File: config.mk
export PLATFORM = sky130hd
export DESIGN_NAME = twiddle_rotator_pipe
export DESIGN_NICKNAME = d
export VERILOG_FILES = /design/src/rtl/twiddle_rotator_pipe.sv
export SDC_FILE = /design/constraint.sdc
export NUM_CORES = 2
export LEC_CHECK = 0
export CAP_MARGIN = 20
export CELL_PAD_IN_SITES_DETAIL_PLACEMENT = 0
export CELL_PAD_IN_SITES_GLOBAL_PLACEMENT = 1
export CORE_ASPECT_RATIO = 1.5
export CORE_MARGIN = 3
export CORE_UTILIZATION = 30
export CTS_BUF_LIST = sky130_fd_sc_hd__clkbuf_4 sky130_fd_sc_hd__clkbuf_8 sky130_fd_sc_hd__clkbuf_16
export DETAILED_ROUTE_END_ITERATION = 8
export DONT_BUFFER_PORTS = 1
export GPL_ROUTABILITY_DRIVEN = 0
export HOLD_SLACK_MARGIN = 0.15
export PLACE_DENSITY = 0.61
export REMOVE_ABC_BUFFERS = 1
export SYNTH_ARGS = -nofsm -noshare
export SYNTH_HDL_FRONTEND = slang
export SYNTH_SLANG_ARGS = --single-unit
File: constraint.sdc
create_clock -name clk -period 22 [get_ports clk]
set_clock_uncertainty 0.2 [all_clocks]
set_input_delay 6.6 -clock clk [delete_from_list [all_inputs] [get_ports clk]]
set_output_delay 6.6 -clock clk [all_outputs]
set_load 0.05 [all_outputs]
File: src/rtl/twiddle_rotator_pipe.sv
// Pipelined complex twiddle rotator for the serial single-path FFT.
// Interleaved re/im beats in and out, rounding, saturation, sticky overflow.
module twiddle_rotator_pipe #(
  parameter int DATA_WIDTH = 16,
  parameter int TW_WIDTH   = 16,
  parameter int ROUND      = 1,
  parameter int SAT        = 1
) (
  input  logic                         clk,
  input  logic                         rst_n,
  input  logic                         in_valid,
  input  logic                         in_sop,
  input  logic signed [DATA_WIDTH-1:0] in_data,
  input  logic signed [TW_WIDTH-1:0]   tw_cos,
  input  logic signed [TW_WIDTH-1:0]   tw_sin,
  input  logic                         inverse,
  input  logic                         ovf_clr,
  output logic                         out_valid,
  output logic                         out_im,
  output logic [DATA_WIDTH-1:0]        out_data,
  output logic                         ovf,
  output logic                         sop_err
);

  localparam int DW = DATA_WIDTH;
  localparam int TW = TW_WIDTH;
  localparam int PW = DW + TW;
  localparam int SW = PW + 1;
  localparam int RW = DW + 2;

  localparam logic signed [SW-1:0] RND =
    (ROUND != 0) ? (SW'(1) << (TW - 2)) : '0;
  localparam logic [DW-1:0] MAXV = {1'b0, {(DW-1){1'b1}}};
  localparam logic [DW-1:0] MINV = {1'b1, {(DW-1){1'b0}}};

  function automatic logic [DW:0] reduce(input logic [RW-1:0] v);
    logic          o;
    logic [DW-1:0] d;
    o = (v[RW-1:DW-1] != {(RW-DW+1){v[RW-1]}});
    d = v[DW-1:0];
    if (o && SAT != 0) d = v[RW-1] ? MINV : MAXV;
    return {o, d};
  endfunction

  logic                 phase;
  logic signed [DW-1:0] re_q;
  logic signed [DW-1:0] b0;
  logic signed [TW-1:0] c0;
  logic signed [TW-1:0] s0;
  logic                 inv0;
  logic                 v0;

  logic signed [PW-1:0] ax;
  logic signed [PW-1:0] bx;
  logic signed [PW-1:0] cx;
  logic signed [PW-1:0] sx;

  logic signed [PW-1:0] p_ac;
  logic signed [PW-1:0] p_bs;
  logic signed [PW-1:0] p_bc;
  logic signed [PW-1:0] p_as;
  logic                 inv1;
  logic                 v1;

  logic signed [SW-1:0] re_sum;
  logic signed [SW-1:0] im_sum;
  logic [RW-1:0]        re_sh;
  logic [RW-1:0]        im_sh;
  logic [DW:0]          re_red;
  logic [DW:0]          im_red;

  logic [DW-1:0]        re2;
  logic [DW-1:0]        im2;
  logic                 v2;
  logic                 v3;

  assign ax = PW'(re_q);
  assign bx = PW'(b0);
  assign cx = PW'(c0);
  assign sx = PW'(s0);

  // re_q may be overwritten on the edge that consumes it; NBA keeps it safe
  always_ff @(posedge clk or negedge rst_n) begin
    if (!rst_n) begin
      phase   <= 1'b0;
      re_q    <= '0;
      b0      <= '0;
      c0      <= '0;
      s0      <= '0;
      inv0    <= 1'b0;
      v0      <= 1'b0;
      sop_err <= 1'b0;
    end else begin
      v0      <= 1'b0;
      sop_err <= in_valid & in_sop & phase;
      if (in_valid) begin
        if (in_sop || !phase) begin
          re_q  <= in_data;
          phase <= 1'b1;
        end else begin
          b0    <= in_data;
          c0    <= tw_cos;
          s0    <= tw_sin;
          inv0  <= inverse;
          v0    <= 1'b1;
          phase <= 1'b0;
        end
      end
    end
  end

  always_ff @(posedge clk or negedge rst_n) begin
    if (!rst_n) begin
      p_ac <= '0;
      p_bs <= '0;
      p_bc <= '0;
      p_as <= '0;
      inv1 <= 1'b0;
      v1   <= 1'b0;
    end else begin
      v1 <= v0;
      if (v0) begin
        p_ac <= ax * cx;
        p_bs <= bx * sx;
        p_bc <= bx * cx;
        p_as <= ax * sx;
        inv1 <= inv0;
      end
    end
  end

  always_comb begin
    if (inv1) begin
      re_sum = SW'(p_ac) + SW'(p_bs);
      im_sum = SW'(p_bc) - SW'(p_as);
    end else begin
      re_sum = SW'(p_ac) - SW'(p_bs);
      im_sum = SW'(p_bc) + SW'(p_as);
    end
    re_sh  = RW'((re_sum + RND) >>> (TW - 1));
    im_sh  = RW'((im_sum + RND) >>> (TW - 1));
    re_red = reduce(re_sh);
    im_red = reduce(im_sh);
  end

  always_ff @(posedge clk or negedge rst_n) begin
    if (!rst_n) begin
      re2 <= '0;
      im2 <= '0;
      v2  <= 1'b0;
      ovf <= 1'b0;
    end else begin
      v2 <= v1;
      if (v1) begin
        re2 <= re_red[DW-1:0];
        im2 <= im_red[DW-1:0];
      end
      if (v1 && (re_red[DW] || im_red[DW])) ovf <= 1'b1;
      else if (ovf_clr)                     ovf <= 1'b0;
    end
  end

  // pairs are >=2 cycles apart, so the im slot never meets the next re
  always_ff @(posedge clk or negedge rst_n) begin
    if (!rst_n) begin
      v3        <= 1'b0;
      out_valid <= 1'b0;
      out_im    <= 1'b0;
      out_data  <= '0;
    end else begin
      v3 <= v2;
      if (v2) begin
        out_valid <= 1'b1;
        out_im    <= 1'b0;
        out_data  <= re2;
      end else if (v3) begin
        out_valid <= 1'b1;
        out_im    <= 1'b1;
        out_data  <= im2;
      end else begin
        out_valid <= 1'b0;
        out_im    <= 1'b0;
      end
    end
  end

endmodule

# --- Word-level counts from Yosys, hierarchy flattened ---
# Cells that the tools add are included.
classes:
  addsub: 6
  eq_ne: 2
  bitwise_logic: 3
  n_mul: 4
  muxes: 16
  reduce_logical: 8
op_table:
  columns: ["operator", "count"]
  rows:
  - ["$mul A16 B16 Y32", 4]
  - ["$mux W16", 6]
  - ["$add A32 B32 Y33", 2]
  - ["$add A33 B16 Y33 const B", 2]
  - ["$mux W33", 2]
  - ["$sub A32 B32 Y33", 2]
  - ["$mux W1", 8]
  - ["$ne A2 B2 Y1", 2]
  - ["$reduce_and A2 Y1", 2]
  - ["$reduce_bool A2 Y1", 2]
  - ["$and A1 B1 Y1", 2]
  - ["$logic_or A1 B1 Y1", 2]
  - ["$logic_and A1 B1 Y1", 1]
  - ["$logic_not A1 Y1", 1]
  - ["$not A1 Y1", 1]
totals:
  out_inout_bits: 20
  word_cells: 61
  register_bits: 251
  inputBits: 54

# --- Longest topological paths before layout ---
logic_depth:
  depth_word: 7
  depth_mapped: 27
  ltp_nobuf: 26

# --- Worst setup path after synthesis ---
# Ideal clock, no wire load.
synth_timing:
  kind: "input -> register"
  from: "input port in_sop"
  to: "register re_q[10]"
  required_time_ps: 21675
  arrival_time_ps: 7703
  path_stages: 3
  setup_time_ps: 125
  n_path_buf: 1
  slack_ps: 13972
  path_cell_list: "o21ai_1 -> clkbuf_1 -> mux2_2"
synth_between:
  elab_chain_len: 2
synth_rtl:
  columns: ["item", "line_no", "source"]
  rows:
  - ["start, declared", "12", "input logic in_sop,"]
  - ["$logic_or A1 B1 Y1", "97", "if (in_sop || !phase) begin"]
  - ["$reduce_and A2 Y1 (no line)", null, null]
  - ["end signal, assigned", "98", "re_q <= in_data;"]
  - ["end, declared", "46", "logic signed [DW-1:0] re_q;"]
# No other way between the ends.
# A chain may end at the register's enable or synchronous reset.

# --- Final worst setup path ---
layout_timing:
  from: "register re_q[9]"
  to: "register p_ac[31]"
layout_between:
  elab_chain_len: 1
layout_rtl:
  columns: ["item", "line_no", "source"]
  rows:
  - ["$mul A16 B16 Y32", "123", "p_ac <= ax * cx;"]
  - ["end signal, assigned", "123", null]
  - ["end, declared", "58", "logic signed [PW-1:0] p_ac;"]
# No other way between the ends.

==> flow_summary.yaml <==
place:
  dp_hpwl_um: 128000
  dpl.cell_count: 7927
  portBuffers: 0
hold_path:
  hold_class: "reg -> reg"
  min_path_cells: 2
run_status:
  status: "complete, but fails checks"
  violations: "slew limit"
clock_tree:
  clock_latency_ps: 670
  cts_sinks: 251
  clock_path_buffers: 3
  post_cts_buffers: 0
  holdBufCountCts: 0
  cts_made_buffers: 31
  root_buffer: "clkbuf_16"
  cts-resized-gates: 0
  cts_tree: "yes"
  htree_levels: 1
  clk_pin_slew_ps: 60
synthesis:
  synth_top_family_by_area: "adder cells"
  synth_cells: 5814
  yosysUniqueCellTypes: 86
  synthMuxAreaShare_pct: 2.70
  synthAdderAreaFrac_pct: 48.5
  synth_top_area_share_pct: 39.3
  synthFlopType: "dfrtp_1"
  synthTopCellsByArea: "fa_1 (39%), dfrtp_1 (12%), ha_1 (9.2%)"
  synth_xor_area_share_pct: 4.25
  yosys_warnings: 0
  synth_seq_area_share_pct: 11.8
  synthSimpleGateAreaFrac_pct: 15.7
  synth-compound-area-share_pct: 6.93
  syn_avg_cell_area_um2: 9.19
  synthesis.area_um2: 53400
  synth_edf_count: 0
  synth.largest_area_cell: "fa_1"
  async_reset_ff_share_pct: 100
  ys_ff_latch: 251
worst_setup_path:
  worstPathRequired_ps: 22340
  cp.arrival_ps: 8580
  path_common_cell: "fa_1"
  crit_chain: "buf_4 -> nand2_1 -> fa_1 -> fa_1 -> fa_1 -> fa_1 -> inv_1 -> fa_1 -> inv_1 -> fa_1 -> inv_1 -> ha_1 -> a2111oi_0 -> o41a_1 -> o21ai_0 -> o21ai_0 -> o21ai_0 -> or4_1 -> a31oi_1 -> xnor2_1 -> mux2_2"
  start_kind: "flip-flop"
  cp.depth: 21
  cpLargestDelayFamily: "adder cells"
  path_max_fanout: 23
  slowest_stage: "dfrtp_1"
  reg2reg_depth: 21
  critPathKind: "reg -> reg"
  cpPeakStageDelay_ps: 730
  cp-end-kind: "flip-flop"
  critPathBufInv: 4
global_route:
  grt_first_pass_wirelength_um: 257000
  overflow: 0
  antenna_found_initial: 15
  grt_max_degree: 252
  grt_pass1_vias: 43293
  grt_use_total_pct: 18.5
drt:
  drt_first_pass_iters: 5
  wl_um: 165000
  num_vias: 38420
  vias_per_cell: 4.81
  drtAntennaViolNets: 0
  drt_iter0_drc: 1671
  drc: 0
  wl_per_cell_um: 20.6
sta:
  finalMaxSlewViolations: 75
  fin_crit_sh_pct: 37.5
  hold_violations: 0
  final-setup-viol-count: 0
  rsz0062_at_grt: "no"
  tightest_slew_ps: 1750
  layout_min_cycle_time_ps: 8240
  setup_tns_ps: 0
  max_freq_ghz: 0.121
  slew_headroom_pct: -16.4
floorplan:
  initial_core_util_pct: 30.2
  dieHeight_um: 523
  fp-row-count: 189
  die-area_um2: 183000
  core_area_um2: 177000
  ios: 74
  die_x_um: 351
cells_and_area:
  finalNetCount: 7165
  stdcell_count: 7994
  area_growth_pct: 6.74
  drive_gt1_share_pct: 5.06
run:
  drv_cap: 0
area by class of cell:
type,count,area (um2)
tap,2292,2870
multi-input combinational,4118,41700
sequential,251,6300
inverter,1192,4470
antenna,8,20.0
timing repair buffer,75,576
clock buffer,41,882
clock inverter,17,185
fill,18561,120000
cells in the mapped netlist (14+ instances only):
library cell	number
inv_1	1188
o31ai_1	18
clkbuf_1	240
fa_1	1048
dfrtp_1	251
ha_1	394
nand2b_1	45
nand2_1	727
and3_1	19
o21a_1	18
xor2_1	73
nor2b_1	25
a211oi_1	21
nor2_1	197
a31oi_1	17
o211ai_1	18
nor3_1	51
and2_1	495
o21ai_0	124
or3_1	19
nand4_1	14
a21o_1	60
mux2_2	106
mux2i_1	25
a21oi_1	174
nand3_1	61
xnor2_1	186
o21bai_1	24
stage by stage:
step / utilization, % / hold WS [ps] / setup WS, ps / area (um2)
2_1_floorplan: - / 240 / 12650 / 52500
3_3_place_gp: 31.6 / 268 / 13720 / 55900
4_1_cts: 32.2 / 282 / 13610 / 57000
5_1_grt: 32.2 / 309 / 13260 / 57000
6_report: 32.2 / 279 / 13760 / 57000
3_5_place_dp: 31.6 / 266 / 13660 / 55900
path summary, 6_finish.rpt:
path                              start       end  slack, ps
min in group asynchronous         rst_n    out_im       5450
worst max register to register  re_q[9]  p_ac[31]      13760
max in group asynchronous         rst_n    s0[10]      14640
worst max-delay path            re_q[9]  p_ac[31]      13760
worst min register to register    c0[5]     c0[5]        280
worst min-delay path              c0[5]     c0[5]        280
per-layer routing:
layer	part of all wire, %	global-route usage, %	up-vias
li1	-	-	17446
met1	36	19.4	20079
met2	56	37.0	600
met3	3.1	2.05	287
met4	4.2	7.05	8
met5	0.030	0	-
cell usage in the layout (no fill, tap or decap), types with 45 or more instances in the layout:
| cell | count |
|---|---|
| ha_1 | 394 |
| a21o_1 | 60 |
| xnor2_1 | 186 |
| dfrtp_1 | 240 |
| and2_1 | 495 |
| xor2_1 | 73 |
| nand2_1 | 727 |
| o21ai_0 | 124 |
| inv_1 | 1187 |
| a21oi_1 | 174 |
| nor2_1 | 197 |
| buf_4 | 74 |
| mux2_2 | 106 |
| fa_1 | 1048 |
| nand3_1 | 61 |
| nor3_1 | 50 |
| nand2b_1 | 45 |
kinds of logic (layout without fill, tap and decap cells):
group | Yosys count | after routing
compound gates | 570 | 570
xor+xnor | 259 | 259
fa+ha+maj | 1442 | 1442
buf+inv | 1445 | 1325
flops | 251 | 251
mux | 131 | 131
other cells | 0 | 8
simple gates | 1716 | 1716
worst register-to-register path, delay by kind of cell (launching register included):
kind / cells / cell delay (ps)
adders and majority gates: 7 / 3240
AOI/OAI and AO/OA: 6 / 2360
DFF: 1 / 730
and+or+nand+nor: 2 / 630
buffers and inverters: 4 / 600
muxes: 1 / 280
xor gates and xnor gates: 1 / 80
flip-flops by register name, indices dropped and copies added, names as in the netlist:
register	count
v1	1
re_q	16
im2	16
out_data	16
s0	16
p_as	32
c0	16
v2	1
out_im	1
sop_err	1
phase	1
out_valid	1
p_ac	32
p_bc	32
inv0	1
v3	1
inv1	1
v0	1
p_bs	32
b0	16
re2	16
ovf	1
Power is not shown: default switching activity piles up to over one toggle a cycle in this logic, so the estimate is an artifact.
